`config.mk`:
```
export PLATFORM = sky130hd
export DESIGN_NAME = fetch_stage_flat
export DESIGN_NICKNAME = d
export VERILOG_FILES = /design/src/rtl/fetch_stage_if.sv /design/src/rtl/fetch_stage.sv /design/src/flat_wrapper.sv
export SDC_FILE = /design/constraint.sdc
export NUM_CORES = 1
export LEC_CHECK = 0
export CAP_MARGIN = 40
export CELL_PAD_IN_SITES_DETAIL_PLACEMENT = 0
export CELL_PAD_IN_SITES_GLOBAL_PLACEMENT = 1
export CORE_AREA = 2 2 167 120
export DETAILED_ROUTE_END_ITERATION = 10
export DIE_AREA = 0 0 169 122
export HOLD_SLACK_MARGIN = 0.12
export PLACE_DENSITY_LB_ADDON = 0.1
export SLEW_MARGIN = 20
export SYNTH_ARGS = -nofsm -noshare
export SYNTH_HDL_FRONTEND = slang
export SYNTH_SLANG_ARGS = --single-unit
```
`constraint.sdc`:
```
create_clock -name clk -period 12.66 [get_ports clk]
set_input_delay 2.532 -clock clk [delete_from_list [all_inputs] [get_ports clk]]
set_output_delay 2.532 -clock clk [all_outputs]
set_load 0.01 [all_outputs]
```
`src/rtl/fetch_stage_if.sv`:
```
// Fetch-stage bus: instruction-memory address/data, redirect request and the
// decode-side valid/ready handshake with occupancy.
interface fetch_stage_if #(
  parameter int DEPTH = 2
);
  localparam int CW = $clog2(DEPTH) + 1;

  logic [31:0]   imem_addr;
  logic [31:0]   imem_rd;
  logic          redirect;
  logic [31:0]   redirect_pc;
  logic          out_valid;
  logic          out_ready;
  logic [31:0]   out_instr;
  logic [31:0]   out_pc;
  logic [31:0]   out_pcplus8;
  logic [CW-1:0] count;

  modport master (
    output imem_addr, out_valid, out_instr, out_pc, out_pcplus8, count,
    input  imem_rd, redirect, redirect_pc, out_ready
  );

  modport slave (
    input  imem_addr, out_valid, out_instr, out_pc, out_pcplus8, count,
    output imem_rd, redirect, redirect_pc, out_ready
  );
endinterface

```
`src/rtl/fetch_stage.sv`:
```
// Instruction fetch: owns the PC, buffers {instr, pc} pairs in a small FIFO
// and hands them to decode; a redirect flushes the FIFO and reloads the PC.
module fetch_stage #(
  parameter logic [31:0] RESET_PC = 32'h0000_0000,
  parameter int          DEPTH    = 2
) (
  input  logic          clk,
  input  logic          reset,
  fetch_stage_if.master bus
);
  localparam int AW = $clog2(DEPTH);
  localparam int CW = AW + 1;

  logic [31:0]   pc_r;
  logic [AW-1:0] wr_ptr_r;
  logic [AW-1:0] rd_ptr_r;
  logic [CW-1:0] count_r;
  logic [31:0]   instr_mem_r [DEPTH];
  logic [31:0]   pc_mem_r    [DEPTH];
  logic          pop_s;
  logic          push_s;

  // Handshake events; a full FIFO may still accept when the head leaves.
  always_comb begin
    pop_s  = (count_r != {CW{1'b0}}) & bus.out_ready;
    push_s = !bus.redirect & ((count_r < CW'(DEPTH)) | pop_s);
  end

  assign bus.imem_addr   = pc_r;
  assign bus.out_valid   = (count_r != {CW{1'b0}});
  assign bus.out_instr   = instr_mem_r[rd_ptr_r];
  assign bus.out_pc      = pc_mem_r[rd_ptr_r];
  assign bus.out_pcplus8 = pc_mem_r[rd_ptr_r] + 32'd8;
  assign bus.count       = count_r;

  // PC, pointers, occupancy and FIFO storage; redirect squashes any pop.
  always_ff @(posedge clk or posedge reset) begin
    if (reset) begin
      pc_r     <= RESET_PC & 32'hFFFF_FFFC;
      wr_ptr_r <= {AW{1'b0}};
      rd_ptr_r <= {AW{1'b0}};
      count_r  <= {CW{1'b0}};
      for (int i = 0; i < DEPTH; i++) begin
        instr_mem_r[i] <= 32'd0;
        pc_mem_r[i]    <= 32'd0;
      end
    end else if (bus.redirect) begin
      pc_r     <= bus.redirect_pc & 32'hFFFF_FFFC;
      wr_ptr_r <= {AW{1'b0}};
      rd_ptr_r <= {AW{1'b0}};
      count_r  <= {CW{1'b0}};
    end else begin
      if (push_s) begin
        instr_mem_r[wr_ptr_r] <= bus.imem_rd;
        pc_mem_r[wr_ptr_r]    <= pc_r;
        wr_ptr_r              <= wr_ptr_r + AW'(1);
        pc_r                  <= pc_r + 32'd4;
      end else begin
        pc_r <= pc_r;
      end
      if (pop_s) begin
        rd_ptr_r <= rd_ptr_r + AW'(1);
      end else begin
        rd_ptr_r <= rd_ptr_r;
      end
      case ({push_s, pop_s})
        2'b10:   count_r <= count_r + CW'(1);
        2'b01:   count_r <= count_r - CW'(1);
        default: count_r <= count_r;
      endcase
    end
  end
endmodule

```
`src/flat_wrapper.sv`:
```
// flat-port wrapper written by rule: the top's interface ports become plain ports
module fetch_stage_flat 
#(
  parameter logic [31:0] RESET_PC = 32'h0000_0000,
  parameter int          DEPTH    = 2
)
  (clk, reset, bus_imem_addr, bus_out_valid, bus_out_instr, bus_out_pc, bus_out_pcplus8, bus_count, bus_imem_rd, bus_redirect, bus_redirect_pc, bus_out_ready);
  fetch_stage_if #(.DEPTH(DEPTH)) bus_i ();
  input  logic clk;
  input  logic reset;
  output wire logic [$bits(bus_i.imem_addr)-1:0] bus_imem_addr;
  output wire logic [$bits(bus_i.out_valid)-1:0] bus_out_valid;
  output wire logic [$bits(bus_i.out_instr)-1:0] bus_out_instr;
  output wire logic [$bits(bus_i.out_pc)-1:0] bus_out_pc;
  output wire logic [$bits(bus_i.out_pcplus8)-1:0] bus_out_pcplus8;
  output wire logic [$bits(bus_i.count)-1:0] bus_count;
  input wire logic [$bits(bus_i.imem_rd)-1:0] bus_imem_rd;
  input wire logic [$bits(bus_i.redirect)-1:0] bus_redirect;
  input wire logic [$bits(bus_i.redirect_pc)-1:0] bus_redirect_pc;
  input wire logic [$bits(bus_i.out_ready)-1:0] bus_out_ready;
  assign bus_imem_addr = bus_i.imem_addr;
  assign bus_out_valid = bus_i.out_valid;
  assign bus_out_instr = bus_i.out_instr;
  assign bus_out_pc = bus_i.out_pc;
  assign bus_out_pcplus8 = bus_i.out_pcplus8;
  assign bus_count = bus_i.count;
  assign bus_i.imem_rd = bus_imem_rd;
  assign bus_i.redirect = bus_redirect;
  assign bus_i.redirect_pc = bus_redirect_pc;
  assign bus_i.out_ready = bus_out_ready;
  fetch_stage #(.RESET_PC(RESET_PC), .DEPTH(DEPTH)) u_core (.clk(clk), .reset(reset), .bus(bus_i));
endmodule
```
==> results.md <==
STA:
- Setup repair after global routing left no endpoint under its margin.
- The total negative slack for setup checks is 0 ns.
- The number of pins with negative max-slew slack in the final report is 0.
- The worst clock skew is between 0.01 and 0.015 ns.
- The worst slew slack as a fraction of its limit is 0.523.
- The final critical-path share of the clock period is 0.526.
- The final setup slack of the worst path is between 5 and 6 ns.
- Timing would allow up to ~0.15 GHz.
- The final hold violation count came to 0.
- The minimum period implied by the final worst setup slack is approximately 6.7 ns.
- The number of setup violations in the final report is 0.
- The actual transition at the worst max-transition pin is approximately 0.72 ns.

Power and ir drop:
- Across the VDD grid, the largest voltage drop is 0.000105 V.
- The analysis attributes to cell leakage a power of ~0.0043 uW.
- The areal power density over the cells is 169 nW/um^2.

Worst setup path:
- STA puts the critical path data arrival time at 4.13 ns.
- In this run the critical register-to-register path is captured at u_core.bus.imem_addr[28].
- STA classifies the critical path endpoint as an output pin.
- Setup slack on the worst reg-to-reg path comes out at 10.36 ns.
- The type of the worst setup path is reg -> out.
- The required time of the critical path is 10.13 ns.
- In this run the worst path has a maximum fanout of 48.
- The worst setup path is launched from a flop.
- Measured in cells, the most critical reg-to-reg path has a length of 5.
- The launch point of the worst reg-to-reg path is u_core.bus.imem_addr[5].

Place:
- The weighted congestion at the end of routability-driven global placement is 0.787.
- After legalization and detailed placement, the total HPWL measured between 10000 and 15000 um.
- In this run the tool buffered the top-level ports with 190 buffer cells.
- The post-place instance area is between 10000 and 15000 um^2.
- The post-placement worst setup slack is about 6.5 ns.

Yosys:
- Yosys mapped a number of flops with a built-in enable equal to 0.
- Summed over all instances, the cell type with the most area after synthesis is sky130_fd_sc_hd__dfrtp_1.
- The fraction of post-synthesis cell area in the top cell type by area is 0.500.
- The dominant synthesized flop cell is sky130_fd_sc_hd__dfrtp_1.
- The async set-reset flop share out of synthesis is 1.00.
- Counting distinct cell types in the post-synthesis netlist gives 36.
- The number of storage elements in the synthesis netlist is 158.
- The count of mapped cells out of synthesis is 660.
- After synthesis, the cell types taking the most area are sky130_fd_sc_hd__dfrtp_1 50%, sky130_fd_sc_hd__mux2_2 25%, sky130_fd_sc_hd__xnor2_1 5.0%, sky130_fd_sc_hd__nand2_1 2.9%, sky130_fd_sc_hd__o21ai_0 2.2%.
- Dividing the synthesized area by the synthesized cell count gives between 10 and 15 um^2.
- Of the synthesized area, sequential elements account for 0.500.
- The mapped netlist covers 7900 um^2.
- Yosys printed 0 warnings.

Drt:
- The total DRC errors in the routed layout is 0.
- The iteration count of the initial detailed-routing pass is 4.
- The final wirelength is 19600 um.
- The count of vias placed by the detailed router is 5710.
- The number of nets with antenna violations after routing is 0.
- For this block, the initial DRC count from the detailed router was 269.
- The wire length per cell is about 18 um.
- Using the TritonRoute via totals, the vias-per-cell ratio works out to 5.20.

Global route:
- The aggregate global routing overflow is 0.
- The largest net degree at the start of global routing is 76.
- The number of antenna violations at the first check in global routing is 0.
- The number of global-route vias before repair is 5873.
- For this run, the total global-route usage over all layers was measured as 0.196.
- The first-pass GRT wire length is 31300 um.

CTS:
- The clock passes through at most 2 buffers.
- Buffers added to address setup during post-CTS repair amount to 0.
- The clock-pin slew of the registers on the worst-case setup and hold paths is roughly 0.060 ns.
- The tree is rooted in a sky130_fd_sc_hd__clkbuf_16.
- The number of clock buffers inserted by TritonCTS is 17.
- The CTS tree is yes.
- The clock sink total is ~160.
- The worst-skew pair later-pin latency is 0.42 ns.
- The number of instances resized during post-cts repair is 0.
- The quantity of hold-fixing buffers added after cts is 0.
- The H-tree level count is 4.

Cells and area:
- In the final layout, the share of cells above drive strength 1 is 0.265.
- The utilization of the core after routing is 0.551.
- The post-synthesis to final-layout area growth is 34.4%.
- The final design instance area without fill is 10600 um^2.
- The repair_antennas step left the layout with diodes totalling 0.
- In the final design database the tool counted 909 nets.

Min path:
- The endpoint of the worst hold-timing path is u_core.instr_mem_r[3].
- In this run the most critical hold path is launched from u_core.instr_mem_r[3].
- The number of cells traversed by the worst hold path is 1.
- The worst hold path class is reg -> reg.

Floorplan:
- For this configuration, the core starts out at a cell density of 0.410.
- The floorplan step set the die width to about 170 um.
- In this run the core area contains 43 standard-cell rows.
- The total area inside the core boundary comes to 19300 um^2.
- The die is 122 um tall.
- The floorplan step defined a die boundary enclosing 20600 um^2.
- The number of ports placed on the die boundary is roughly 200.

Flow run:
- The max-cap violation count is 0.

Outcome:
- The flow ran to the end, and the final reports show no timing, DRC or antenna violations.
-- area by class of cell --
cell class / instances / area (um^2)
fillers: 1631 / 8640
inverters: 12 / 50.0
repair buffers: 199 / 2000
clock inverters: 11 / 135
flip-flops and latches: 158 / 3960
clock buffers: 21 / 450
well taps: 247 / 309
multi-input cells: 451 / 3720
-- state kept, by name, summed over array words and instances (netlist names) --
name	flops
u_core.instr_mem_r	64
u_core.rd_ptr_r	1
u_core.bus.imem_addr	30
u_core.bus.count	2
u_core.pc_mem_r	60
u_core.wr_ptr_r	1
-- cells in the mapped netlist, drive strengths merged (3+ instances only) --
cell	count
nor2	6
a22oi	3
nand2	61
nand3	24
nor3	9
nand4b	5
nor4	7
nand3b	3
and4	5
a21oi	4
inv	12
and3	10
nand4	15
clkbuf	24
dfrtp	158
xnor2	45
mux2	178
buf	20
xor2	13
mux2i	9
o21ai	34
-- placed cells by master (no fill, tap or decap), types with 4 or more instances in the layout --
master / n
sky130_fd_sc_hd__xor2_1: 13
sky130_fd_sc_hd__nor2_1: 6
sky130_fd_sc_hd__and4_1: 5
sky130_fd_sc_hd__o21ai_0: 34
sky130_fd_sc_hd__nand2_1: 60
sky130_fd_sc_hd__nor3_1: 8
sky130_fd_sc_hd__mux2i_1: 9
sky130_fd_sc_hd__a21oi_1: 4
sky130_fd_sc_hd__and3_1: 10
sky130_fd_sc_hd__conb_1: 6
sky130_fd_sc_hd__buf_4: 7
sky130_fd_sc_hd__clkbuf_16: 17
sky130_fd_sc_hd__clkinv_4: 4
sky130_fd_sc_hd__nand3_1: 24
sky130_fd_sc_hd__inv_1: 11
sky130_fd_sc_hd__nand4_1: 15
sky130_fd_sc_hd__xnor2_1: 45
sky130_fd_sc_hd__clkdlybuf4s50_1: 189
sky130_fd_sc_hd__nor4_1: 7
sky130_fd_sc_hd__dfrtp_1: 157
sky130_fd_sc_hd__mux2_2: 178
sky130_fd_sc_hd__nand4b_1: 5
-- report_power, final --
| part | switching (uW) | internal [uW] | leakage (uW) |
|---|---|---|---|
| Clock | 210 | 298 | 0.000274 |
| Sequential | 93.5 | 617 | 0.00189 |
| Combinational | 222 | 348 | 0.00212 |
| Total | 526 | 1260 | 0.00429 |
-- logic make-up after synthesis --
family / synth area share
XOR/XNOR: 0.0643
buffers and inverters: 0.0329
multiplexers: 0.265
flip-flops: 0.500
AO/OA/AOI/OAI: 0.0301
AND/OR/NAND/NOR: 0.104
adder cells (fa/ha/maj): 0.00317
other: 0.000475
-- per-layer routing --
layer,share of wire,up-vias,GRT usage
met4,0.0061,0,0.0401
met2,0.46,142,0.318
met3,0.053,9,0.0513
met1,0.48,2886,0.266
li1,-,2673,-
met5,0,-,0
-- worst max-delay path: stages, from the launching register on --
cell	delay (ns)
sky130_fd_sc_hd__dfrtp_4	0.82
sky130_fd_sc_hd__buf_4	0.60
sky130_fd_sc_hd__nand3_1	0.25
sky130_fd_sc_hd__a222oi_1	0.37
sky130_fd_sc_hd__buf_4	0.22
sky130_fd_sc_hd__and3_1	0.37
sky130_fd_sc_hd__nand3_1	0.24
sky130_fd_sc_hd__xnor2_1	0.20
sky130_fd_sc_hd__clkdlybuf4s50_1	0.57
-- stage by stage --
stage | hold slack, ns | instances | total power, uW
6_report | 0.501 | 1099 | 1790
2_1_floorplan | 0.450 | 665 | 1010
3_3_place_gp | 0.474 | 1065 | 1270
3_5_place_dp | 0.491 | 1067 | 1290
4_1_cts | 0.506 | 1099 | 1810
5_1_grt | 0.519 | 1099 | 1880
-- how the worst max path moves through the flow --
stage	depth (start not counted)	slack (ns)	end	from
after floorplan	1	5.86	u_core.bus.count[0]	reset
after global placement	8	6.46	bus_out_pcplus8[31]	u_core.rd_ptr_r
after detailed placement	8	6.45	bus_out_pcplus8[31]	u_core.rd_ptr_r
after CTS	8	5.98	bus_out_pcplus8[31]	u_core.rd_ptr_r
after global routing	8	5.78	bus_out_pcplus8[31]	u_core.rd_ptr_r
final	8	6.00	bus_out_pcplus8[31]	u_core.rd_ptr_r
No activity file was read; power rests on OpenSTA's default activity.
